--- src/rtl/if_fetch_unit_pkg.sv ---
// Shared definitions for the instruction-fetch stage.
//   WIDTH    : default PC / instruction width
//   PC_STEP  : byte distance between sequential fetches
//   RESET_PC : default PC after reset
//   DEPTH    : default response-buffer depth (also the in-flight request limit)
//   fetch_entry_t : one buffered {pc, instr} pair handed to IF/ID
//   tag_t         : one outstanding request {pc, epoch}
package if_pkg;
    localparam int              WIDTH    = 32;
    localparam int              PC_STEP  = 4;
    localparam logic [31:0]     RESET_PC = 32'h0000_0000;
    localparam int              DEPTH    = 2;

    typedef struct packed {
        logic [WIDTH-1:0] pc;
        logic [WIDTH-1:0] instr;
    } fetch_entry_t;

    typedef struct packed {
        logic [WIDTH-1:0] pc;
        logic             epoch;
    } tag_t;
endpackage

--- src/rtl/if_fetch_unit_if.sv ---
// Instruction-memory request/response bus.
//   master : fetch unit (drives IMEM_REQ / IMEM_ADDR)
//   slave  : memory     (drives IMEM_GNT / IMEM_RVALID / IMEM_RDATA)
interface if_fetch_unit_if #(
    parameter int WIDTH = if_pkg::WIDTH
);
    logic             IMEM_REQ;
    logic [WIDTH-1:0] IMEM_ADDR;
    logic             IMEM_GNT;
    logic             IMEM_RVALID;
    logic [WIDTH-1:0] IMEM_RDATA;

    modport master (
        output IMEM_REQ, IMEM_ADDR,
        input  IMEM_GNT, IMEM_RVALID, IMEM_RDATA
    );

    modport slave (
        input  IMEM_REQ, IMEM_ADDR,
        output IMEM_GNT, IMEM_RVALID, IMEM_RDATA
    );
endinterface

--- src/rtl/if_fetch_unit_chk.sv ---
// Protocol checks for the fetch unit.
//   rvalid/tag_empty : response arriving with no outstanding request
//   tag_push/full    : request issued beyond the in-flight limit
//   buf_*            : response buffer overflow
module if_fetch_unit_chk (
    input logic clk,
    input logic rst,
    input logic rvalid,
    input logic tag_empty,
    input logic tag_push,
    input logic tag_full,
    input logic buf_push,
    input logic buf_pop,
    input logic buf_full
);
    a_rvalid_without_request: assert property (@(posedge clk) disable iff (rst)
        !(rvalid && tag_empty));

    a_tag_overflow: assert property (@(posedge clk) disable iff (rst)
        !(tag_push && tag_full));

    a_buf_overflow: assert property (@(posedge clk) disable iff (rst)
        !(buf_push && buf_full && !buf_pop));
endmodule

--- src/rtl/if_fetch_unit_fifo.sv ---
// Small synchronous FIFO used for both the in-order tag queue and the
// response buffer.
//   clk, rst        : clock, asynchronous active-high reset
//   push, push_data : write one entry (accepted when not full, or when popping)
//   pop             : consume the head entry (ignored when empty)
//   flush           : discard all entries; wins over push and pop
//   head_data       : current head entry (undefined content when empty)
//   count/full/empty: occupancy status
module fetch_fifo #(
    parameter  int DW    = 64,
    parameter  int DEPTH = 2,
    localparam int CW    = $clog2(DEPTH + 1)
) (
    input  logic          clk,
    input  logic          rst,
    input  logic          push,
    input  logic [DW-1:0] push_data,
    input  logic          pop,
    input  logic          flush,
    output logic [DW-1:0] head_data,
    output logic [CW-1:0] count,
    output logic          full,
    output logic          empty
);
    localparam int AW = (DEPTH > 1) ? $clog2(DEPTH) : 1;

    logic [DW-1:0] mem_r [DEPTH];
    logic [AW-1:0] rd_ptr_r;
    logic [AW-1:0] wr_ptr_r;
    logic [CW-1:0] count_r;
    logic          do_push_s;
    logic          do_pop_s;

    // Pointers wrap explicitly so DEPTH need not be a power of two.
    function automatic logic [AW-1:0] ptr_inc(input logic [AW-1:0] p);
        return (p == AW'(DEPTH - 1)) ? '0 : p + AW'(1);
    endfunction

    assign full      = (count_r == CW'(DEPTH));
    assign empty     = (count_r == '0);
    assign count     = count_r;
    assign head_data = mem_r[rd_ptr_r];
    assign do_pop_s  = pop && !empty;
    assign do_push_s = push && (!full || do_pop_s);

    // Pointer and occupancy tracking.
    always_ff @(posedge clk or posedge rst) begin
        if (rst) begin
            rd_ptr_r <= '0;
            wr_ptr_r <= '0;
            count_r  <= '0;
        end else if (flush) begin
            rd_ptr_r <= '0;
            wr_ptr_r <= '0;
            count_r  <= '0;
        end else begin
            if (do_push_s) wr_ptr_r <= ptr_inc(wr_ptr_r);
            if (do_pop_s)  rd_ptr_r <= ptr_inc(rd_ptr_r);
            case ({do_push_s, do_pop_s})
                2'b10:   count_r <= count_r + CW'(1);
                2'b01:   count_r <= count_r - CW'(1);
                default: count_r <= count_r;
            endcase
        end
    end

    // Entry storage; contents are only meaningful below count.
    always_ff @(posedge clk) begin
        if (do_push_s && !flush) mem_r[wr_ptr_r] <= push_data;
    end
endmodule

--- src/rtl/if_fetch_unit.sv ---
// Instruction-fetch stage feeding the IF/ID register.
//   clk, rst         : clock, asynchronous active-high reset
//   STALL            : downstream hold, head entry is kept
//   REDIRECT/_PC     : reload PC (word aligned) and discard all fetched work
//   imem             : instruction memory bus (master side)
//   PC_OUT/INSTRUCTION_OUT/VALID_OUT : buffer head toward IF/ID
//   FLUSH_OUT        : REDIRECT delayed by one cycle, flushes IF/ID
// Requests are credit limited: in-flight + buffered never exceeds DEPTH, so
// the response buffer cannot overflow. Each request carries the epoch it was
// issued in; a redirect flips the epoch so older responses are discarded.
module if_fetch_unit
    import if_pkg::*;
#(
    parameter int               WIDTH    = if_pkg::WIDTH,
    parameter logic [WIDTH-1:0] RESET_PC = WIDTH'(if_pkg::RESET_PC),
    parameter int               DEPTH    = if_pkg::DEPTH
) (
    input  logic                clk,
    input  logic                rst,
    input  logic                STALL,
    input  logic                REDIRECT,
    input  logic [WIDTH-1:0]    REDIRECT_PC,
    if_fetch_unit_if.master     imem,
    output logic [WIDTH-1:0]    PC_OUT,
    output logic [WIDTH-1:0]    INSTRUCTION_OUT,
    output logic                VALID_OUT,
    output logic                FLUSH_OUT
);
    localparam int CW    = $clog2(DEPTH + 1);
    localparam int TAG_W = WIDTH + 1;
    localparam int ENT_W = 2 * WIDTH;

    logic [WIDTH-1:0] pc_r;
    logic             epoch_r;
    logic             flush_r;

    logic [TAG_W-1:0] tag_head_s;
    logic [CW-1:0]    tag_count_s;
    logic             tag_full_s;
    logic             tag_empty_s;
    logic [ENT_W-1:0] buf_head_s;
    logic [CW-1:0]    buf_count_s;
    logic             buf_full_s;
    logic             buf_empty_s;

    logic             credit_s;
    logic             grant_s;
    logic             tag_pop_s;
    logic             buf_push_s;
    logic             buf_pop_s;

    assign credit_s = ({1'b0, tag_count_s} + {1'b0, buf_count_s}) < (CW + 1)'(DEPTH);
    // rst gate keeps the request low while reset is held.
    assign imem.IMEM_REQ  = !rst && !REDIRECT && credit_s;
    assign imem.IMEM_ADDR = pc_r;
    assign grant_s        = imem.IMEM_REQ && imem.IMEM_GNT;

    // Responses always retire a tag; only current-epoch ones outside a
    // redirect cycle reach the buffer.
    assign tag_pop_s  = imem.IMEM_RVALID && !tag_empty_s;
    assign buf_push_s = tag_pop_s && (tag_head_s[0] == epoch_r) && !REDIRECT;
    assign buf_pop_s  = VALID_OUT && !STALL && !REDIRECT;

    fetch_fifo #(.DW(TAG_W), .DEPTH(DEPTH)) u_tag_q (
        .clk       (clk),
        .rst       (rst),
        .push      (grant_s),
        .push_data ({pc_r, epoch_r}),
        .pop       (tag_pop_s),
        .flush     (1'b0),
        .head_data (tag_head_s),
        .count     (tag_count_s),
        .full      (tag_full_s),
        .empty     (tag_empty_s)
    );

    fetch_fifo #(.DW(ENT_W), .DEPTH(DEPTH)) u_resp_buf (
        .clk       (clk),
        .rst       (rst),
        .push      (buf_push_s),
        .push_data ({tag_head_s[TAG_W-1:1], imem.IMEM_RDATA}),
        .pop       (buf_pop_s),
        .flush     (REDIRECT),
        .head_data (buf_head_s),
        .count     (buf_count_s),
        .full      (buf_full_s),
        .empty     (buf_empty_s)
    );

    // PC, epoch and flush pulse.
    always_ff @(posedge clk or posedge rst) begin
        if (rst) begin
            pc_r    <= RESET_PC;
            epoch_r <= 1'b0;
            flush_r <= 1'b0;
        end else begin
            flush_r <= REDIRECT;
            if (REDIRECT) begin
                pc_r    <= REDIRECT_PC & ~WIDTH'(2'b11);
                epoch_r <= ~epoch_r;
            end else if (grant_s) begin
                pc_r    <= pc_r + WIDTH'(PC_STEP);
            end
        end
    end

    assign FLUSH_OUT = flush_r;

    // Head of the response buffer, zeroed when empty.
    always_comb begin
        PC_OUT          = '0;
        INSTRUCTION_OUT = '0;
        VALID_OUT       = 1'b0;
        if (!buf_empty_s) begin
            PC_OUT          = buf_head_s[ENT_W-1:WIDTH];
            INSTRUCTION_OUT = buf_head_s[WIDTH-1:0];
            VALID_OUT       = 1'b1;
        end else begin
            VALID_OUT       = 1'b0;
        end
    end

    if_fetch_unit_chk u_chk (
        .clk       (clk),
        .rst       (rst),
        .rvalid    (imem.IMEM_RVALID),
        .tag_empty (tag_empty_s),
        .tag_push  (grant_s),
        .tag_full  (tag_full_s),
        .buf_push  (buf_push_s),
        .buf_pop   (buf_pop_s),
        .buf_full  (buf_full_s)
    );
endmodule

--- src/flat_wrapper.sv ---
// flat-port wrapper written by rule: the top's interface ports become plain ports
module if_fetch_unit_flat import if_pkg::*;
#(
    parameter int               WIDTH    = if_pkg::WIDTH,
    parameter logic [WIDTH-1:0] RESET_PC = WIDTH'(if_pkg::RESET_PC),
    parameter int               DEPTH    = if_pkg::DEPTH
)
  (clk, rst, STALL, REDIRECT, REDIRECT_PC, PC_OUT, INSTRUCTION_OUT, VALID_OUT, FLUSH_OUT, imem_IMEM_REQ, imem_IMEM_ADDR, imem_IMEM_GNT, imem_IMEM_RVALID, imem_IMEM_RDATA);
  if_fetch_unit_if #(.WIDTH(WIDTH)) imem_i ();
  input  logic clk;
  input  logic rst;
  input  logic STALL;
  input  logic REDIRECT;
  input  logic [WIDTH-1:0] REDIRECT_PC;
  output logic [WIDTH-1:0] PC_OUT;
  output logic [WIDTH-1:0] INSTRUCTION_OUT;
  output logic VALID_OUT;
  output logic FLUSH_OUT;
  output wire logic [$bits(imem_i.IMEM_REQ)-1:0] imem_IMEM_REQ;
  output wire logic [$bits(imem_i.IMEM_ADDR)-1:0] imem_IMEM_ADDR;
  input wire logic [$bits(imem_i.IMEM_GNT)-1:0] imem_IMEM_GNT;
  input wire logic [$bits(imem_i.IMEM_RVALID)-1:0] imem_IMEM_RVALID;
  input wire logic [$bits(imem_i.IMEM_RDATA)-1:0] imem_IMEM_RDATA;
  assign imem_IMEM_REQ = imem_i.IMEM_REQ;
  assign imem_IMEM_ADDR = imem_i.IMEM_ADDR;
  assign imem_i.IMEM_GNT = imem_IMEM_GNT;
  assign imem_i.IMEM_RVALID = imem_IMEM_RVALID;
  assign imem_i.IMEM_RDATA = imem_IMEM_RDATA;
  if_fetch_unit #(.WIDTH(WIDTH), .RESET_PC(RESET_PC), .DEPTH(DEPTH)) u_core (.clk(clk), .rst(rst), .STALL(STALL), .REDIRECT(REDIRECT), .REDIRECT_PC(REDIRECT_PC), .imem(imem_i), .PC_OUT(PC_OUT), .INSTRUCTION_OUT(INSTRUCTION_OUT), .VALID_OUT(VALID_OUT), .FLUSH_OUT(FLUSH_OUT));
endmodule
--- config.mk ---
export PLATFORM = sky130hd
export DESIGN_NAME = if_fetch_unit_flat
export DESIGN_NICKNAME = d
export VERILOG_FILES = /design/src/rtl/if_fetch_unit_pkg.sv /design/src/rtl/if_fetch_unit_if.sv /design/src/rtl/if_fetch_unit_chk.sv /design/src/rtl/if_fetch_unit_fifo.sv /design/src/rtl/if_fetch_unit.sv /design/src/flat_wrapper.sv
export SDC_FILE = /design/constraint.sdc
export NUM_CORES = 1
export LEC_CHECK = 0
export BUFFER_PORTS_ARGS = -buffer_cell sky130_fd_sc_hd__buf_2
export CORE_MARGIN = 2
export CORE_UTILIZATION = 50
export CTS_CLUSTER_SIZE = 30
export DETAILED_ROUTE_END_ITERATION = 8
export GPL_ROUTABILITY_DRIVEN = 0
export GPL_TIMING_DRIVEN = 0
export PLACE_DENSITY = 0.76
export SLEW_MARGIN = 20
export SYNTH_ARGS = -nofsm -noshare
export SYNTH_HDL_FRONTEND = slang
export SYNTH_SLANG_ARGS = --single-unit
--- constraint.sdc ---
create_clock -name clk -period 4.3 [get_ports clk]
set_input_delay 0.215 -clock clk [delete_from_list [all_inputs] [get_ports clk]]
set_output_delay 0.215 -clock clk [all_outputs]
set_load 0.05 [all_outputs]
==> impl_metrics.env, run 1 <==
export IMPL_final_max_slew_viol_count=0
export IMPL_cp_max_fo=21
export IMPL_fin_crit_sh_pct=84.19
export IMPL_timing_hold_ws_ns=0.01656
export IMPL_wl_um=21850
export IMPL_grt_max_degree=23
export IMPL_dpl_worst_slack_ns=0.7332
export IMPL_track_usage_pct=21.50
export IMPL_start_util_pct=50.57
export IMPL_finalHoldViolCount=0
export IMPL_grt_pass1_wl_um=33770
export IMPL_rows=50
export IMPL_portBuffers=160
export IMPL_fin_setup_tns_ns=0
export IMPL_synthesis_area_sq_um=9395
export IMPL_antenna_cells=0
export IMPL_setup_viol=0
export IMPL_num_fill_cells=1339
export IMPL_cts_resized=0
export IMPL_vias=6447
export IMPL_wl_per_cell_um=18.95
export IMPL_grt_busiest_layer="met2"
export IMPL_hold_class="in -> reg"
export IMPL_drt_iter0_markers=463
export IMPL_cts_tree="built"
export IMPL_cts_setup_buffers=0
export IMPL_numCtsBuffers=23
export IMPL_avgSynthCellArea_sq_um=14.57
export IMPL_fin_crit_ns=3.620
export IMPL_dpl_cell_area_sq_um=10780
export IMPL_finClkSkew_ns=0.008843
export IMPL_status="complete, no violations"
export IMPL_ctsHoldBuffers=60
export IMPL_ys_seq_elements=226
export IMPL_grt_pass1_vias=6317
export IMPL_cts_clk_slew_worst_paths_ns=0.06
export IMPL_drv_cap=0
export IMPL_cts_path_max_buffers=3
export IMPL_rsz0062_at_grt="no"
export IMPL_synthToLayoutAreaGrowth_pct=28.62
export IMPL_nets=974
export IMPL_use_met2_pct=36.82
export IMPL_pin_count=169
export IMPL_ant_nets=0
export IMPL_cts_sinks=226
export IMPL_ys_flop_type="edfxtp_1"
export IMPL_use_met1_pct=28.02
export IMPL_async_reset_ff_share_pct=17.70
export IMPL_use_met3_pct=3.736
export IMPL_vdd_ir_drop_max_mv=0.2989
export IMPL_synth_seq_area_share_pct=70.10
export IMPL_core_sq_um=18580
export IMPL_die_h_um=141.1
export IMPL_firstDrtPassIters=6
export IMPL_via_per_inst=5.592
export IMPL_ys_warn_count=0
export IMPL_yosysUniqueCellTypes=58
export IMPL_crit_required_ns=4.50
export IMPL_worstMarginPinSlew_ns=0.8353
export IMPL_crit_path_end_kind="flop"
export IMPL_setup_slack_ns=0.6800
export IMPL_p_per_area_nw_per_um2=449.4
export IMPL_critPathArrivalTime_ns=3.82
export IMPL_antenna_found_initial=0
export IMPL_cts_root_buf="clkbuf_16"
export IMPL_start_kind="flop"
export IMPL_synth_edff_count=186
export IMPL_fmax_ghz=0.2762
export IMPL_slew_headroom_pct=43.88
export IMPL_insertion_delay_ns=0.51
export IMPL_die_area_sq_um=19900
export IMPL_p_leak_nw=4.523
export IMPL_drc=0
export IMPL_cts_max_level=1
export IMPL_synthCells=645
export IMPL_die_w_um=141.1
export IMPL_grt_overflow=0
export IMPL_drive_above_1_share_pct=27.09
export IMPL_crit_type="reg -> reg"
export IMPL_hpwl_um=14060
export IMPL_postLayoutCellArea_sq_um=12080
==> cells by family (layout without fill, tap and decap cells) <==
kind of cell | after synthesis | in the layout | share of synthesized area (%)
buffers and inverters | 50 | 321 | 2.277
muxes | 100 | 100 | 11.08
other | 1 | 4 | 0.03991
AOI/OAI and AO/OA | 69 | 69 | 5.607
adders and majority gates | 2 | 2 | 0.3462
DFF | 226 | 226 | 70.10
xor gates and xnor gates | 5 | 5 | 0.4662
and+or+nand+nor | 192 | 192 | 10.08
==> layout make-up <==
| cell class | count | area, sq um | area share, % |
|---|---|---|---|
| Buffer | 36 | 161.4 | 1.336 |
| Tap cell | 234 | 292.8 | 2.423 |
| Inverter | 14 | 52.55 | 0.4349 |
| Sequential cell | 226 | 6586 | 54.50 |
| Timing Repair Buffer | 229 | 1649 | 13.65 |
| Clock buffer | 33 | 633.1 | 5.239 |
| Multi-Input combinational cell | 372 | 2636 | 21.82 |
| Clock inverter | 9 | 72.57 | 0.6005 |
==> Yosys cell counts, types with 5 or more instances <==
cell type / instances / area share, %
a221o_1: 7 / 0.75
o21ai_0: 8 / 0.43
clkbuf_1: 25 / 1.0
mux2i_1: 68 / 7.2
dfrtp_1: 40 / 11
o211ai_1: 5 / 0.40
nor2_1: 75 / 3.0
nand3_1: 18 / 0.96
edfxtp_1: 186 / 59
nor3_1: 16 / 0.85
and3_1: 7 / 0.47
nand2_1: 34 / 1.4
nand4_1: 10 / 0.67
or4_1: 5 / 0.40
mux2_2: 32 / 3.8
inv_1: 12 / 0.48
nor4_1: 5 / 0.33
a31oi_1: 6 / 0.40
a21oi_1: 5 / 0.27
o311ai_0: 12 / 1.1
==> state kept, by name, indices dropped and copies added (netlist names) <==
signal / cells
u_core.u_resp_buf.mem_r: 124
u_core.u_tag_q.mem_r: 62
u_core.imem.IMEM_ADDR: 30
u_core.u_resp_buf.count: 2
u_core.u_tag_q.count: 2
u_core.FLUSH_OUT: 1
u_core.epoch_r: 1
u_core.u_resp_buf.rd_ptr_r: 1
u_core.u_resp_buf.wr_ptr_r: 1
u_core.u_tag_q.rd_ptr_r: 1
u_core.u_tag_q.wr_ptr_r: 1
==> layout by cell type, fill, tap and decap left out, drive strengths merged, types with 7 or more instances in the layout <==
cell type / netlist / final
buf: 11 / 180
a221o: 7 / 7
mux2i: 68 / 68
nor4: 7 / 7
nand3: 18 / 18
dfrtp: 40 / 40
dlygate4sd3: 0 / 60
clkbuf: 25 / 58
inv: 13 / 14
o21ai: 9 / 9
nor3: 16 / 16
nand2: 34 / 34
o311ai: 13 / 13
nor2: 75 / 75
mux2: 32 / 32
and3: 7 / 7
nand4: 10 / 10
edfxtp: 186 / 186
clkinv: 1 / 8
==> worst max-delay path, stage by stage, from the launching register on <==
cell      delay [ns]
dfrtp_1         0.33
clkbuf_1        0.29
and2_1          0.20
fa_1            0.41
or4_4           0.51
buf_6           0.17
nor2_1          0.32
o21ai_0         0.39
nor2_4          0.45
buf_16          0.23
==> stage by stage <==
| stage | total power [W] | cells | utilization [%] |
|---|---|---|---|
| 4_1_cts | 0.005457 | 1153 | 65.04 |
| 6_report | 0.005430 | 1153 | 65.04 |
| 3_5_place_dp | 0.003555 | 1051 | 58.01 |
| 2_1_floorplan | 0.003282 | 648 | - |
| 3_3_place_gp | 0.003505 | 1042 | 56.51 |
| 5_1_grt | 0.005630 | 1153 | 65.04 |
==> final timing paths <==
check / start / end / slack (ns) / cells after the start
worst max-delay path: u_core.u_resp_buf.count[0] / u_core.u_tag_q.mem_r[1][31] / 0.68 / 9
min in group asynchronous: rst / u_core.imem.IMEM_ADDR[16] / 0.34 / 3
worst max register to register: u_core.u_resp_buf.count[0] / u_core.u_tag_q.mem_r[1][31] / 0.68 / 9
worst min-delay path: REDIRECT_PC[10] / u_core.imem.IMEM_ADDR[10] / 0.02 / 3
max in group asynchronous: rst / u_core.imem.IMEM_ADDR[25] / 3.47 / 4
worst min register to register: u_core.u_tag_q.wr_ptr_r / u_core.u_tag_q.wr_ptr_r / 0.56 / 1
==> power by group <==
group	internal [W]	total, W	switching (W)
clock network	0.00108	0.00187	0.000782
logic	0.000331	0.000913	0.000583
registers	0.00255	0.00265	0.0000984
==> layer usage <==
metal	part of all wire (%)	up-vias
li1	-	2986
met1	40	3130
met2	50	284
met3	7.2	47
met4	2.7	0
met5	0	-
No activity file was read; power rests on OpenSTA's default activity.
==> inputs of run 2 (changes only) <==
--- a/config.mk
+++ b/config.mk
@@ -5,6 +5,7 @@
 export SDC_FILE = /design/constraint.sdc
 export NUM_CORES = 1
 export LEC_CHECK = 0
+export ABC_AREA = 1
 export BUFFER_PORTS_ARGS = -buffer_cell sky130_fd_sc_hd__buf_2
 export CORE_MARGIN = 2
 export CORE_UTILIZATION = 50
@@ -12,7 +13,7 @@
 export DETAILED_ROUTE_END_ITERATION = 8
 export GPL_ROUTABILITY_DRIVEN = 0
 export GPL_TIMING_DRIVEN = 0
-export PLACE_DENSITY = 0.76
+export PLACE_DENSITY = 0.75
 export SLEW_MARGIN = 20
 export SYNTH_ARGS = -nofsm -noshare
 export SYNTH_HDL_FRONTEND = slang
==> constraint.sdc (replaced) <==
create_clock -name clk -period 3.1 [get_ports clk]
set_input_delay 0.155 -clock clk [delete_from_list [all_inputs] [get_ports clk]]
set_output_delay 0.155 -clock clk [all_outputs]
set_load 0.05 [all_outputs]
==> run 2 against run 1 <==
First-iteration DRC count grew 29%. Synthesized area grew 2.5%. Worst setup slack worse by 0.37 ns. Critical path type unchanged.
==> impl_metrics.env, run 2 <==
export IMPL_hpwl_um=15350
export IMPL_grt_pass1_vias=7206
export IMPL_final_max_slew_viol_count=0
export IMPL_async_reset_ff_share_pct=17.70
export IMPL_start_kind="flop"
export IMPL_crit_path_end_kind="flop"
export IMPL_p_sw_share_pct=41.52
export IMPL_numCtsBuffers=23
export IMPL_finClkSkew_ns=0.01183
export IMPL_fin_crit_sh_pct=90.09
export IMPL_num_fill_cells=1395
export IMPL_p_per_area_nw_per_um2=866.1
export IMPL_rows=50
export IMPL_crit_type="reg -> reg"
export IMPL_nets=1244
export IMPL_synthToLayoutAreaGrowth_pct=28.07
export IMPL_yosys_top_cells_count="nand2_1 (364), edfxtp_1 (186), a21oi_1 (64)"
export IMPL_grt_max_degree=28
export IMPL_drv_cap=0
export IMPL_final_cells=1449
export IMPL_antenna_found_initial=0
export IMPL_fin_setup_tns_ns=0
export IMPL_p_clk_share_pct=25.0
export IMPL_dpl_cell_area_sq_um=10980
export IMPL_drive_above_1_share_pct=20.77
export IMPL_dp_cells=1345
export IMPL_rsz0062_at_grt="no"
export IMPL_portBuffers=162
export IMPL_drc=0
export IMPL_track_usage_pct=22.27
export IMPL_final_cell_mix="nand2_1 (364), edfxtp_1 (186), buf_2 (168), a21oi_1 (64), dlygate4sd3_1 (62)"
export IMPL_cp_max_fo=27
export IMPL_rrSetupSlack_ns=0.31
export IMPL_grt_overflow=0
export IMPL_cts_tree="built"
export IMPL_avgSynthCellArea_sq_um=10.55
export IMPL_ant_nets=0
export IMPL_largest_register="u_core.u_resp_buf.mem_r"
export IMPL_ctsHoldBuffers=62
export IMPL_ys_seq_elements=226
export IMPL_p_leak_nw=5.149
export IMPL_synth_area_top_cells="edfxtp_1 (58%), nand2_1 (14%), dfrtp_1 (10%)"
export IMPL_r2r_start="u_core.u_resp_buf.count[0]"
export IMPL_wl_per_cell_um=16.05
export IMPL_hold_class="in -> reg"
export IMPL_synthCells=913
export IMPL_antenna_cells=0
export IMPL_crit_required_ns=3.29
export IMPL_vdd_ir_drop_max_mv=0.4217
export IMPL_postLayoutCellArea_sq_um=12340
export IMPL_pin_count=169
export IMPL_worstMarginPinSlew_ns=0.6471
export IMPL_internal_power_w=0.006249
export IMPL_synth_seq_area_share_pct=68.37
export IMPL_die_h_um=142.8
export IMPL_yosysUniqueCellTypes=35
export IMPL_synth_most_common_cell="nand2_1"
export IMPL_cts_path_max_buffers=3
export IMPL_critPathArrivalTime_ns=2.99
export IMPL_insertion_delay_ns=0.50
export IMPL_power_total_w=0.01069
export IMPL_synth_top_area_cell="edfxtp_1"
export IMPL_synth_top_area_share_pct=57.98
export IMPL_die_w_um=142.8
export IMPL_synthesis_area_sq_um=9633
export IMPL_largest_register_ffs=124
export IMPL_die_area_sq_um=20390
export IMPL_ys_flop_type="edfxtp_1"
export IMPL_fmax_ghz=0.3581
export IMPL_finalHoldViolCount=0
export IMPL_cts_root_buf="clkbuf_16"
export IMPL_cts_sinks=226
export IMPL_cts_setup_buffers=0
export IMPL_firstDrtPassIters=6
export IMPL_start_util_pct=51.16
export IMPL_reg2regPathDepth=10
export IMPL_slew_headroom_pct=56.86
export IMPL_vias=7392
export IMPL_grt_pass1_wl_um=35560
export IMPL_reg2reg_to="u_core.u_tag_q.mem_r[1][0]"
export IMPL_cts_clk_slew_worst_paths_ns=0.06
export IMPL_ys_warn_count=0
export IMPL_combPwrFrac_pct=36.6
export IMPL_cts_max_level=1
export IMPL_switchingPower_w=0.004437
export IMPL_setup_viol=0
export IMPL_final_common_cell="nand2_1"
export IMPL_status="complete, no violations"
export IMPL_critPathCapture="u_core.u_tag_q.mem_r[1][0]"
export IMPL_seqPwrFrac_pct=38.5
export IMPL_via_per_inst=5.101
export IMPL_worstHoldPathCells=4
export IMPL_critPathLaunch="u_core.u_resp_buf.count[0]"
export IMPL_fin_crit_ns=2.793
export IMPL_drt_iter0_markers=599
export IMPL_wl_um=23260
export IMPL_cts_resized=0
export IMPL_core_sq_um=18830
export IMPL_synth_edff_count=186
[run 2: cell types whose count changed in the layout (fill, tap and decap cells not counted), sizes merged, moves of 28 or more]
cell,previous run,this run
nor2,75,44
mux2,32,0
nand3,18,46
mux2i,68,0
nand2,34,367
inv,14,56
a21oi,5,64
[run 2: routing by layer]
layer | vias up | global-route usage [%] | part of all wire [%] | wire, um
met2 | 314 | 38.74 | 49 | 11300
met3 | 41 | 3.387 | 7.7 | 1784
met4 | 0 | 7.452 | 2.5 | 581
li1 | 3581 | - | - | -
met1 | 3456 | 28.75 | 41 | 9589
met5 | - | 0 | 0 | 0
[run 2: through the flow]
| step | setup slack [ns] | hold WS, ns | utilization, % |
|---|---|---|---|
| floorplan | 0.1139 | 0.1864 | - |
| global placement | -1.099 | 0.2757 | 57.36 |
| detailed placement | 0.2829 | 0.1848 | 58.31 |
| CTS | 0.2774 | 0.01298 | 65.52 |
| global route | 0.1268 | 0.03316 | 65.52 |
| finish | 0.3072 | 0.02420 | 65.52 |
[run 2: cells by family (layout without fill, tap and decap cells)]
group,Yosys count,in the layout,share of synthesized area (%)
XOR/XNOR,10,10,0.9093
flip-flops,226,226,68.37
AND/OR/NAND/NOR,484,484,20.83
AO/OA/AOI/OAI,97,97,5.533
other,1,4,0.03893
adder cells (fa/ha/maj),2,2,0.3377
buffers and inverters,93,366,3.974
[run 2: final cells by class]
| class | count | area (sq um) | share of cell area (%) |
|---|---|---|---|
| tap | 260 | 325.3 | 2.637 |
| sequential | 226 | 6586 | 53.39 |
| clock inverter | 10 | 96.34 | 0.7809 |
| inverter | 53 | 198.9 | 1.613 |
| multi-input combinational | 597 | 2705 | 21.93 |
| buffer | 40 | 183.9 | 1.491 |
| clock buffer | 32 | 639.4 | 5.183 |
| timing repair buffer | 231 | 1602 | 12.98 |
[run 2: power by group through the flow]
stage               logic, W  registers (W)  clock network (W)
CTS                  0.00391        0.00411            0.00271
floorplan            0.00254        0.00435                  0
finish               0.00391        0.00411            0.00267
global route         0.00420        0.00415            0.00283
global placement     0.00368        0.00415                  0
detailed placement   0.00383        0.00416                  0
[run 2: how the worst min path moves through the flow]
stage	slack (ns)	startpoint	endpoint
floorplan	0.19	REDIRECT	u_core.FLUSH_OUT
global placement	0.28	REDIRECT	u_core.FLUSH_OUT
detailed placement	0.18	rst	u_core.FLUSH_OUT
CTS	0.01	REDIRECT_PC[15]	u_core.imem.IMEM_ADDR[15]
global route	0.03	REDIRECT_PC[15]	u_core.imem.IMEM_ADDR[15]
finish	0.02	STALL	u_core.u_resp_buf.rd_ptr_r
[run 2: worst max-delay path, stage by stage (launching register included)]
cell	delay, ns
dfrtp_1	0.46
nand2_1	0.10
inv_1	0.05
fa_1	0.44
nor2_1	0.19
nand4_2	0.20
buf_2	0.28
a31oi_4	0.19
inv_1	0.13
nor2_4	0.22
buf_12	0.23
==> inputs of run 3 (changes only) <==
--- a/config.mk
+++ b/config.mk
@@ -8,12 +8,12 @@
 export ABC_AREA = 1
 export BUFFER_PORTS_ARGS = -buffer_cell sky130_fd_sc_hd__buf_2
 export CORE_MARGIN = 2
-export CORE_UTILIZATION = 50
+export CORE_UTILIZATION = 40
 export CTS_CLUSTER_SIZE = 30
 export DETAILED_ROUTE_END_ITERATION = 8
 export GPL_ROUTABILITY_DRIVEN = 0
 export GPL_TIMING_DRIVEN = 0
-export PLACE_DENSITY = 0.75
+export REMOVE_ABC_BUFFERS = 1
 export SLEW_MARGIN = 20
 export SYNTH_ARGS = -nofsm -noshare
 export SYNTH_HDL_FRONTEND = slang
==> run 3 against run 2 <==
Sequential power grew 2%. Non-clock buffer count fell by 35. Worst setup slack got worse by 0.098 ns. Sequential share of layout area fell by 0.14 points. Power grew 0.92%. Worst hold slack got worse by 0.011 ns. Cell count rose by 1.8%. Global-route usage is 4.3 points lower. Design area grew 0.38%. Utilization is 13 points lower. Critical path depth shrank 1. Count of clock-buffer cells in the layout is 2 lower. Highest routed layer unchanged.
==> impl_metrics.env, run 3 (synthesized netlist as in run 2, its figures left out) <==
export IMPL_status="complete, no violations"
export IMPL_crit_type="reg -> reg"
export IMPL_setup_viol=0
export IMPL_grt_pass1_wl_um=36180
export IMPL_final_cell_mix="nand2_1 (363), edfxtp_1 (186), buf_2 (162), a21oi_1 (64), dlygate4sd3_1 (62)"
export IMPL_finalHoldViolCount=0
export IMPL_rsz0062_at_grt="no"
export IMPL_rows=56
export IMPL_p_per_area_nw_per_um2=870.8
export IMPL_critPathArrivalTime_ns=3.10
export IMPL_grt_overflow=0
export IMPL_die_w_um=159.2
export IMPL_final_max_slew_viol_count=0
export IMPL_portBuffers=162
export IMPL_track_usage_pct=18.01
export IMPL_core_sq_um=23540
export IMPL_die_area_sq_um=25340
export IMPL_largest_register="u_core.u_resp_buf.mem_r"
export IMPL_antenna_found_initial=0
export IMPL_hold_class="in -> reg"
export IMPL_nets=1210
export IMPL_pin_count=169
export IMPL_fmax_ghz=0.3459
export IMPL_start_util_pct=40.92
export IMPL_drt_iter0_markers=409
export IMPL_drc=0
export IMPL_vias=7067
export IMPL_numCtsBuffers=24
export IMPL_crit_required_ns=3.31
export IMPL_wl_per_cell_um=15.77
export IMPL_fin_crit_ns=2.891
export IMPL_worstHoldPathCells=5
export IMPL_die_h_um=159.2
export IMPL_largest_register_ffs=124
export IMPL_multi_input_area_sq_um=2716
export IMPL_crit_path_end_kind="flop"
export IMPL_cts_tree="built"
export IMPL_hold_end="u_core.imem.IMEM_ADDR[29]"
export IMPL_ant_nets=0
export IMPL_insertion_delay_ns=0.52
export IMPL_cts_sinks=226
export IMPL_cts_clk_slew_worst_paths_ns=0.06
export IMPL_post_route_util_pct=52.60
export IMPL_start_kind="flop"
export IMPL_grt_pass1_vias=6669
export IMPL_slew_headroom_pct=48.51
export IMPL_postLayoutCellArea_sq_um=12380
export IMPL_wl_um=23260
export IMPL_synthToLayoutAreaGrowth_pct=28.55
export IMPL_fin_crit_sh_pct=93.25
export IMPL_r2r_start="u_core.u_resp_buf.count[0]"
export IMPL_rrSetupSlack_ns=0.21
export IMPL_grt_max_degree=63
export IMPL_reg2reg_to="u_core.u_tag_q.mem_r[0][5]"
export IMPL_final_seq_area_sq_um=6594
export IMPL_cts_max_level=1
export IMPL_hp_start="REDIRECT_PC[29]"
export IMPL_cts_root_buf="clkbuf_16"
export IMPL_power_total_w=0.01078
export IMPL_drive_above_1_share_pct=20.50
export IMPL_reg2regPathDepth=9
export IMPL_p_leak_nw=5.112
export IMPL_dpl_cell_area_sq_um=10970
export IMPL_cts_path_max_buffers=3
export IMPL_firstDrtPassIters=5
export IMPL_via_per_inst=4.791
export IMPL_vdd_ir_drop_max_mv=0.3779
export IMPL_final_common_cell="nand2_1"
export IMPL_worstMarginPinSlew_ns=0.7705
export IMPL_antenna_cells=0
export IMPL_num_fill_cells=2078
export IMPL_drv_cap=0
export IMPL_cp_max_fo=22
export IMPL_finClkSkew_ns=0.008665
export IMPL_hpwl_um=15080
run 3: cell count changes in the layout (fill, tap and decap cells not counted), moves of 3 or more:
| cell | delta |
|---|---|
| clkbuf_1 | -20 |
| buf_1 | -9 |
| clkinv_1 | +9 |
| buf_2 | -6 |
| buf_4 | -6 |
| buf_12 | +3 |
run 3: final cells by class:
type	instances	area share, %
clock buffer	30	5.284
multi-input combinational	597	21.94
clock inverter	14	0.9397
timing repair buffer	236	13.70
inverter	53	1.667
tap	319	3.223
sequential	226	53.25
run 3: metal layers:
metal / vias to the layer above / share of wire [%] / global-route usage (%)
met5: - / 0 / 0
met4: 0 / 3.3 / 5.950
met3: 42 / 4.9 / 2.631
met2: 203 / 48 / 31.11
met1: 3301 / 44 / 23.43
li1: 3521 / - / -
run 3: power breakdown:
group	total [W]	internal, W	switching, W
clock network	0.00278	0.00165	0.00113
registers	0.00420	0.00383	0.000376
logic	0.00380	0.000900	0.00290
total	0.0108	0.00638	0.00440
run 3: worst max-delay path, stage by stage (launching register included):
cell and delay (ns):
dfrtp_1 0.45, nand2_1 0.11, inv_1 0.05, fa_1 0.43
nor2_1 0.23, nand4_4 0.30, a31oi_4 0.27, inv_1 0.13
nor2_4 0.36, buf_16 0.23
run 3: through the flow:
stage | TNS, ns | hold WS, ns | worst slack, ns | cells
3_5_place_dp | -17.78 | 0.2104 | -0.2571 | 1368
5_1_grt | 0 | 0.04639 | 0.001095 | 1475
2_1_floorplan | -233.11 | 0.1864 | -1.635 | 876
3_3_place_gp | -804.22 | 0.3420 | -4.449 | 1357
6_report | 0 | 0.01335 | 0.2093 | 1475
4_1_cts | 0 | 0.007129 | 0.07043 | 1474
run 3: how the worst max path moves through the flow:
| stage | cells past startpoint | slack (ns) | to | from |
|---|---|---|---|---|
| after global placement | 8 | -4.45 | u_core.u_resp_buf.mem_r[0][39] | u_core.u_tag_q.rd_ptr_r |
| after CTS | 10 | 0.07 | u_core.u_resp_buf.mem_r[1][39] | u_core.u_tag_q.rd_ptr_r |
| after global routing | 8 | 0.001 | u_core.u_resp_buf.mem_r[0][39] | u_core.u_tag_q.rd_ptr_r |
| final | 9 | 0.21 | u_core.u_tag_q.mem_r[0][5] | u_core.u_resp_buf.count[0] |
| after floorplan | 8 | -1.63 | u_core.u_resp_buf.mem_r[0][0] | u_core.u_tag_q.rd_ptr_r |
| after detailed placement | 11 | -0.26 | u_core.u_resp_buf.mem_r[1][28] | u_core.u_tag_q.rd_ptr_r |
run 3: repair_timing:
action,CTS,global route
hold buffers,62,0
pin swaps,0,1
setup endpoints to repair,115,69
gates resized for setup,4,1
hold endpoints to repair,112,0
setup buffers,0,1
